$ cat config.mk
export PLATFORM = sky130hd
export DESIGN_NAME = simple_sequence_generator
export DESIGN_NICKNAME = d
export VERILOG_FILES = /design/src/rtl/simple_sequence_pkg.sv /design/src/rtl/simple_sequence_generator.sv
export SDC_FILE = /design/constraint.sdc
export NUM_CORES = 1
export LEC_CHECK = 0
export ABC_AREA = 1
export CAP_MARGIN = 20
export CORE_MARGIN = 5
export CORE_UTILIZATION = 50
export CTS_CLUSTER_SIZE = 10
export DETAILED_ROUTE_END_ITERATION = 6
export GPL_ROUTABILITY_DRIVEN = 0
export PLACE_DENSITY = 0.78
export SETUP_SLACK_MARGIN = 0.4
export SLEW_MARGIN = 20
export SYNTH_ARGS = -nofsm -noshare
export SYNTH_HDL_FRONTEND = slang
export SYNTH_SLANG_ARGS = --single-unit
$ cat constraint.sdc
create_clock -name clk -period 3.6 [get_ports clk]
set_clock_uncertainty 0.15 [all_clocks]
set_input_delay 0.36 -clock clk [delete_from_list [all_inputs] [get_ports clk]]
set_output_delay 0.36 -clock clk [all_outputs]
set_load 0.005 [all_outputs]
$ cat src/rtl/simple_sequence_pkg.sv
`default_nettype none
// ============================================================================
// Package     : simple_sequence_pkg
// Description : Shared definitions for the serial sequence generator and the
//               matching sequence detector: state encoding, default pattern
//               length and default pattern value.
// Revision    : 1.0 - initial release
// ============================================================================
package simple_sequence_pkg;

    // Default pattern length in bits; legal range is 2..16.
    localparam int unsigned PAT_LEN_DEFAULT = 5;

    // Pattern sent when pattern_sel=0. Transmitted MSB first.
    localparam logic [4:0] PAT_DEFAULT_VALUE = 5'b10110;

    // Width of the repetition counter and of the reps input.
    localparam int unsigned REP_W = 4;

    // Transmission state machine.
    typedef enum logic [1:0] {
        ST_IDLE = 2'd0,
        ST_SEND = 2'd1,
        ST_DONE = 2'd2
    } seq_state_e;

    // True when the bit being transferred is the very last one of the burst:
    // bit 0 of the final repetition. A counter of 0 is treated as final too,
    // so the repetition counter can never wrap below zero.
    function automatic logic is_final_bit(input logic idx_is_zero,
                                          input logic [REP_W-1:0] rep_cnt);
        return idx_is_zero && (rep_cnt <= REP_W'(1));
    endfunction

endpackage : simple_sequence_pkg
`default_nettype wire

$ cat src/rtl/simple_sequence_generator.sv
`default_nettype none
// ============================================================================
// Module      : simple_sequence_generator
// Description : Serialises a PAT_LEN-bit pattern MSB first, repeated reps
//               times back to back, over a valid/ready handshake. A one-cycle
//               done pulse follows the final accepted bit.
// Ports       : clk          - clock, all state changes on rising edge
//               reset        - synchronous active-high reset
//               start        - begin a transmission (honoured in IDLE only)
//               pattern_sel  - 0: PAT_DEFAULT, 1: pattern_i (sampled w/ start)
//               pattern_i    - custom pattern, MSB first (sampled w/ start)
//               reps         - repetition count 1..15 (0 = request ignored)
//               seq          - registered serial bit, 0 whenever valid=0
//               valid        - registered, seq is meaningful
//               ready        - downstream accepts bit when valid && ready
//               busy         - high in SEND and DONE
//               done         - one-cycle pulse after the final bit transfers
// Revision    : 1.0 - initial release
// ============================================================================
module simple_sequence_generator
    import simple_sequence_pkg::*;
#(
    parameter int unsigned        PAT_LEN     = PAT_LEN_DEFAULT,
    parameter logic [PAT_LEN-1:0] PAT_DEFAULT = PAT_LEN'(PAT_DEFAULT_VALUE)
) (
    input  logic               clk,
    input  logic               reset,
    input  logic               start,
    input  logic               pattern_sel,
    input  logic [PAT_LEN-1:0] pattern_i,
    input  logic [REP_W-1:0]   reps,
    output logic               seq,
    output logic               valid,
    input  logic               ready,
    output logic               busy,
    output logic               done
);

    localparam int unsigned      IDX_W   = $clog2(PAT_LEN);
    localparam logic [IDX_W-1:0] IDX_MSB = IDX_W'(PAT_LEN - 1);

    // ------------------------------------------------------------------------
    // State and datapath registers
    // ------------------------------------------------------------------------
    seq_state_e         state_q, state_d;
    logic [PAT_LEN-1:0] pat_q,   pat_d;
    logic [IDX_W-1:0]   idx_q,   idx_d;
    logic [REP_W-1:0]   rep_q,   rep_d;
    logic               seq_q,   seq_d;
    logic               valid_q, valid_d;

    logic [PAT_LEN-1:0] w_pat_sel;
    logic [IDX_W-1:0]   w_idx_dec;
    logic               w_xfer;
    logic               w_last;

    // Pattern that would be latched if start is accepted this cycle.
    assign w_pat_sel = pattern_sel ? pattern_i : PAT_DEFAULT;

    // Index of the bit that follows the one currently on seq.
    assign w_idx_dec = idx_q - IDX_W'(1);

    // A bit leaves the generator only when both sides agree.
    assign w_xfer = valid_q && ready;

    assign w_last = is_final_bit(idx_q == '0, rep_q);

    // ------------------------------------------------------------------------
    // Next-state logic
    // ------------------------------------------------------------------------
    always_comb begin
        state_d = state_q;
        pat_d   = pat_q;
        idx_d   = idx_q;
        rep_d   = rep_q;
        seq_d   = seq_q;
        valid_d = valid_q;

        unique case (state_q)
            ST_IDLE: begin
                // reps=0 is a null request: nothing to send, so stay put and
                // never produce a done pulse for it.
                if (start && (reps != '0)) begin
                    state_d = ST_SEND;
                    pat_d   = w_pat_sel;
                    idx_d   = IDX_MSB;
                    rep_d   = reps;
                    // Present the first bit straight away so valid rises in
                    // the cycle right after acceptance.
                    seq_d   = w_pat_sel[PAT_LEN-1];
                    valid_d = 1'b1;
                end
            end

            ST_SEND: begin
                // Without a transfer every register holds, which keeps seq
                // and valid stable under backpressure.
                if (w_xfer) begin
                    if (w_last) begin
                        state_d = ST_DONE;
                        idx_d   = '0;
                        rep_d   = '0;
                        seq_d   = 1'b0;
                        valid_d = 1'b0;
                    end else if (idx_q == '0) begin
                        // Wrap into the next repetition with no idle gap.
                        idx_d   = IDX_MSB;
                        rep_d   = rep_q - REP_W'(1);
                        seq_d   = pat_q[PAT_LEN-1];
                    end else begin
                        idx_d   = w_idx_dec;
                        seq_d   = pat_q[w_idx_dec];
                    end
                end
            end

            ST_DONE: begin
                // Single cycle; start is deliberately not looked at here.
                state_d = ST_IDLE;
                seq_d   = 1'b0;
                valid_d = 1'b0;
            end

            default: begin
                state_d = ST_IDLE;
                seq_d   = 1'b0;
                valid_d = 1'b0;
            end
        endcase
    end

    // ------------------------------------------------------------------------
    // State register
    // ------------------------------------------------------------------------
    always_ff @(posedge clk) begin
        if (reset) begin
            state_q <= ST_IDLE;
            pat_q   <= '0;
            idx_q   <= '0;
            rep_q   <= '0;
            seq_q   <= 1'b0;
            valid_q <= 1'b0;
        end else begin
            state_q <= state_d;
            pat_q   <= pat_d;
            idx_q   <= idx_d;
            rep_q   <= rep_d;
            seq_q   <= seq_d;
            valid_q <= valid_d;
        end
    end

    // ------------------------------------------------------------------------
    // Outputs
    // ------------------------------------------------------------------------
    assign seq   = seq_q;
    assign valid = valid_q;
    // DONE lasts exactly one cycle, so decoding it gives a clean pulse.
    assign busy  = (state_q != ST_IDLE);
    assign done  = (state_q == ST_DONE);

endmodule : simple_sequence_generator
`default_nettype wire

======== Word level (Yosys, flattened, before mapping) ========
Cells that the tools add are included.
storage, ports and cells
  flip-flop bits (word level) ............. 16
  output and inout port bits .............. 4
  input port bits ......................... 14
operators by class
  equal/unequal tests ..................... 6
  muxes and demuxes ....................... 26
  order comparisons ....................... 2
  reductions and logical operators ........ 13
  add/subtract/negate cells ............... 2
operator list
  kind                                                             count
  2-to-1 mux 4 bit                                                 4
  2-to-1 mux 3 bit                                                 4
  2-to-1 mux 1 bit                                                 8
  one-hot mux 4 bit (2 select lines)                               1
  2-to-1 mux 2 bit                                                 3
  != test 2 bit (second input constant)                            3
  one-hot mux 3 bit (2 select lines)                               1
  AND reduction 3 bit                                              2
  2-to-1 mux 5 bit                                                 1
  less-or-equal comparator 4 x 1 -> 1 bit (second input constant)  1
  less-than comparator 3 x 4 -> 1 bit (second input constant)      1
  one-hot mux 1 bit (2 select lines)                               2
  one-hot mux 2 bit (2 select lines)                               1
  AND reduction 2 bit                                              2
  AND reduction 4 bit                                              1
  nonzero test 2 bit                                               2
  nonzero test 4 bit                                               1
  subtractor 4 x 1 -> 4 bit (second input constant)                1
  binary-select mux 1 bit (select 3 bit)                           1
  logical AND 1 bit                                                3
  logical NOT 3 bit                                                1
  != test 3 bit (second input constant)                            1
  subtractor 3 x 1 -> 3 bit (second input constant)                1
  == test 2 x 1 -> 1 bit (second input constant)                   1
  2 further kinds                                                  2

======== Depth between registers and ports, before layout ========
  depth after elaboration ................. 7
  gate-level depth with buffers ........... 11
  gate-level depth less buffers ........... 11

======== Worst setup path after synthesis ========
Ideal clock, no wire load.
  kind .................................... flip-flop to flip-flop
  start ................................... register idx_q[0]
  end ..................................... register seq_q, in the netlist seq
  setup time .............................. 132 ps
  required time ........................... 3318 ps
  clock period less this slack ............ 1534 ps
  stages on the path, launching flop included .. 12
  data arrival time ....................... 1252 ps
  path slack .............................. 2066 ps
  path buffers ............................ 0
  cell sequence ........................... dfxtp_1 -> inv_1 -> ha_1 -> inv_1 -> nor2_2 -> nand3_1 -> nand2_4 -> inv_2 -> nand3_1 -> nand2_1 -> nand2_1 -> a21oi_1
between the ends
  cells in the longest elaborated chain, start to end .. 7
ends and longest elaborated chain
  item                                    line                              RTL
  from (decl)                             simple_sequence_generator.sv:47   logic [IDX_W-1:0] idx_q, idx_d;
  from (signal assigned)                  simple_sequence_generator.sv:146  idx_q <= idx_d;
  subtractor 3 x 1 -> 3 bit               simple_sequence_generator.sv:61   assign w_idx_dec = idx_q - IDX_W'(1);
  binary-select mux 1 bit (select 3 bit)  simple_sequence_generator.sv:112  seq_d = pat_q[w_idx_dec];
  2-to-1 mux 1 bit (implied by the code)  simple_sequence_generator.sv:112
  2-to-1 mux 1 bit                        simple_sequence_generator.sv:105  end else if (idx_q == '0) begin
  2-to-1 mux 1 bit (*)                    simple_sequence_generator.sv:99   if (w_last) begin
  2-to-1 mux 1 bit (*)                    simple_sequence_generator.sv:98   if (w_xfer) begin
  one-hot mux 1 bit (2 select lines) (*)  simple_sequence_generator.sv:79   unique case (state_q)
  to (signal assigned)                    simple_sequence_generator.sv:148  seq_q <= seq_d;
  to (decl)                               simple_sequence_generator.sv:49   logic seq_q, seq_d;
Every way passes the cells marked *; elsewhere a longest branch is shown, timed or not. The select of a mux whose other input is x is not followed.
A chain may end at the register's enable or synchronous reset.

==> results.md <==
* Worst path slowest cell: clkdlybuf4s50_1
* Core region area at 1730 µm²
* Reg-to-Reg End: seq
* Fmax at ~520 MHz
* Setup crit end kind: output pin
* Worst path required time at ~3100 ps
* Int Power at around 0.3 mW
* Seq cells post-synth at 15
* H-Tree Depth at 1
* Latest clock arrival within the worst-skew pair at roughly 290 ps
* Placed cells at 178
* Rel. slew slack at 0.760
* Slowest stage delay, CP at 500 ps
* Combinational share of power at 0.382
* Post-DP HPWL at 1.64 mm
* Largest net degree at the start of global routing at 12
* Fraction of registers with async set/reset at 0
* CP arrival at ~1400 ps
* Global-route wire length before repair at roughly 3.5 mm
* Number of port buffers at 17
* Setup WS post-layout at approximately 1700 ps
* Syn. warnings at 0
* Synthesized cell area at just over 900 µm²
* Num ports at 18
* Layout net count at between 150 and 200
* Leak at roughly 0.56 nW
* Sequential-to-total area share from yosys stat at 0.331
* Via count at slightly below 900
* Tightest Hold Check Type: reg2reg
* WS Path Type: reg2out
* Worst hold slack at about 320 ps
* Worst-margin pin slew at around 360 ps
* Clk sinks at 15
* RSZ-0062 raised after global routing: no
* # Post-CTS Setup Buffers at 0
* Cell count after synthesis at around 140
* Number of fill cells at approximately 170
* Clock power frac at 0.200
* CTS tree: yes
* Synth top area share at 0.331
* Syn Nets at around 160
* Reg2Reg Depth at 11
* Max_cap viols at 0
* Antenna violations before repair at 0
* Number of hold violations in the final report at 0
* Max-slew violations at 0
* DR iter-0 viols at 16
* Main flop type after synthesis: dfxtp_1
* Clk buf depth at 2
* Most frequent cell after synthesis: nand2_1
* Tcrit/Tclk final at 0.536
* Overall routing resource usage at 0.167
* Power per cell area at ~430 nW/µm²
* Detailed Routing Iterations Pass 1 at 4
* Hold-critical path endpoint: pat_q[1]
* Pre-CTS setup slack at 1720 ps
* Hold path cells at 2
* Clk slew on worst S/H paths at 90 ps
* Final WL at 1.98 mm
* Share of layout cells above drive strength 1 at 0.0955
* Worst reg2reg startpoint: idx_q[0]
* Finish-stage setup viols at 0
* Sw Ratio at 0.361
* Worst vdd ir at between 200 and 300 µV
* EDFF count, synth at 0
* WL/cell at about 11 µm
* Syn-to-layout area delta at 24.2%
* Synth top area cells: dfxtp_1 33%, nand2_1 16%, inv_1 8.7%, ha_1 5.5%, nor2_1 5.4%
* Library cells used by synthesis at 24
* Number of global-route vias before repair at 825
* NetSw at roughly 0.17 mW
* Die Area at 2770 µm²
* Hold buffer count at cts at 0
* Non-filler cells, final at about 180
* Startpoint Class: register
* Inserted Clock Buffers at 3
* Worst reg2reg setup slack at 1900 ps
* Syn Area/Cell at between 6 and 7 µm²
* Cell taking the most area after synthesis: dfxtp_1
* Resized cells post-CTS at 0
* Overflow after GRT at 0
* Initial core utilization at 0.526
* Status: finished, final reports clean
* Residual DRC at 0
* Synth top cells by count: 38 x nand2_1, 21 x inv_1, 15 x dfxtp_1
* Rows at 15
* Diode count at 0
* Seq pwr share at 0.418
* CP max FO at 5
* Hold Startpoint: pat_q[1]
* Die X at about 53 µm
* Clock root cell: clkbuf_4
* Final antenna-violating net count at 0
* Final min period at 1930 ps
* Die height at 52.6 µm
* Vias per cell at slightly below 5
* Fin Setup TNS at 0 ps
* Crit-path cells: nor2_2 > inv_1 > clkdlybuf4s50_1
## through the flow
step | cell area, µm² | utilization | power [mW]
2_1_floorplan | 908 | - | 0.336
3_3_place_gp | 1100 | 0.638 | 0.381
3_5_place_dp | 1100 | 0.638 | 0.390
4_1_cts | 1130 | 0.654 | 0.487
5_1_grt | 1130 | 0.654 | 0.524
6_report | 1130 | 0.654 | 0.482
## power by group through the flow
stage          clock, mW  combinational, mW  sequential, mW
5_1_grt            0.108              0.211           0.204
4_1_cts            0.100              0.186           0.201
3_5_place_dp           0              0.185           0.205
6_report          0.0965              0.184           0.201
2_1_floorplan          0              0.134           0.202
3_3_place_gp           0              0.177           0.204
## metal layers
metal / part of all wire / GRT usage / vias to the layer above / wire, µm
met4: 0.0030 / 0.0128 / 0 / 6
met5: 0 / 0 / - / 0
met2: 0.48 / 0.260 / 13 / 944
met1: 0.48 / 0.232 / 402 / 960
met3: 0.036 / 0.0541 / 2 / 71
li1: - / - / 471 / -
## worst max path at each step
stage,startpoint,endpoint,cells past startpoint
detailed placement,reps[0],pat_q[0],6
floorplan,idx_q[0],seq,11
CTS,valid,busy,3
global route,valid,busy,3
global placement,reps[0],pat_q[0],6
finish,valid,busy,3
## flip-flops by register name (all words and copies together) (netlist names)
register,cells
idx_q,3
pat_q,5
rep_q,4
seq,1
state_q,1
valid,1
## kinds of logic (layout without fill, tap and decap cells)
kind of cell               Yosys count  in the layout  share of synthesized area
and+or+nand+nor                     72             72                      0.368
xor gates and xnor gates             2              2                     0.0193
DFF                                 15             15                      0.331
AOI/OAI and AO/OA                   19             19                      0.118
buffers and inverters               26             45                      0.109
adders and majority gates            4              4                     0.0551
## final cells by class
class	count	area (µm²)	area share
multi-input cells	97	509	0.451
flip-flops and latches	15	300	0.266
repair buffers	17	170	0.151
inverters	24	90.1	0.0798
well taps	25	31.3	0.0277
clock buffers	3	22.5	0.0200
clock inverters	1	5.00	0.00443
## placed cells by master, fill, tap and decap left out
cell | Yosys | final
or2_4 | 1 | 1
xor2_1 | 1 | 1
o21ai_0 | 1 | 1
a21oi_1 | 9 | 9
ha_1 | 4 | 4
clkbuf_4 | 0 | 3
xnor2_1 | 1 | 1
o21ai_1 | 2 | 2
dfxtp_1 | 15 | 15
nand3_1 | 8 | 8
nor3_1 | 1 | 1
clkinv_2 | 0 | 1
nand3_2 | 2 | 2
clkdlybuf4s50_1 | 0 | 17
inv_2 | 3 | 3
nand3b_1 | 2 | 2
o22ai_1 | 4 | 4
nand4_1 | 1 | 1
nor2_1 | 13 | 13
nand2_1 | 38 | 38
nor2_2 | 3 | 3
nor4_1 | 1 | 1
inv_1 | 21 | 21
nand2_4 | 2 | 2
o21bai_1 | 3 | 3
## worst max-delay path: cells and delay by family, from the launching register on
kind	cells	cell delay (ps)
DFF	1	470
buffers and inverters	2	570
and+or+nand+nor	1	100
(Power assumes the default switching activity.)
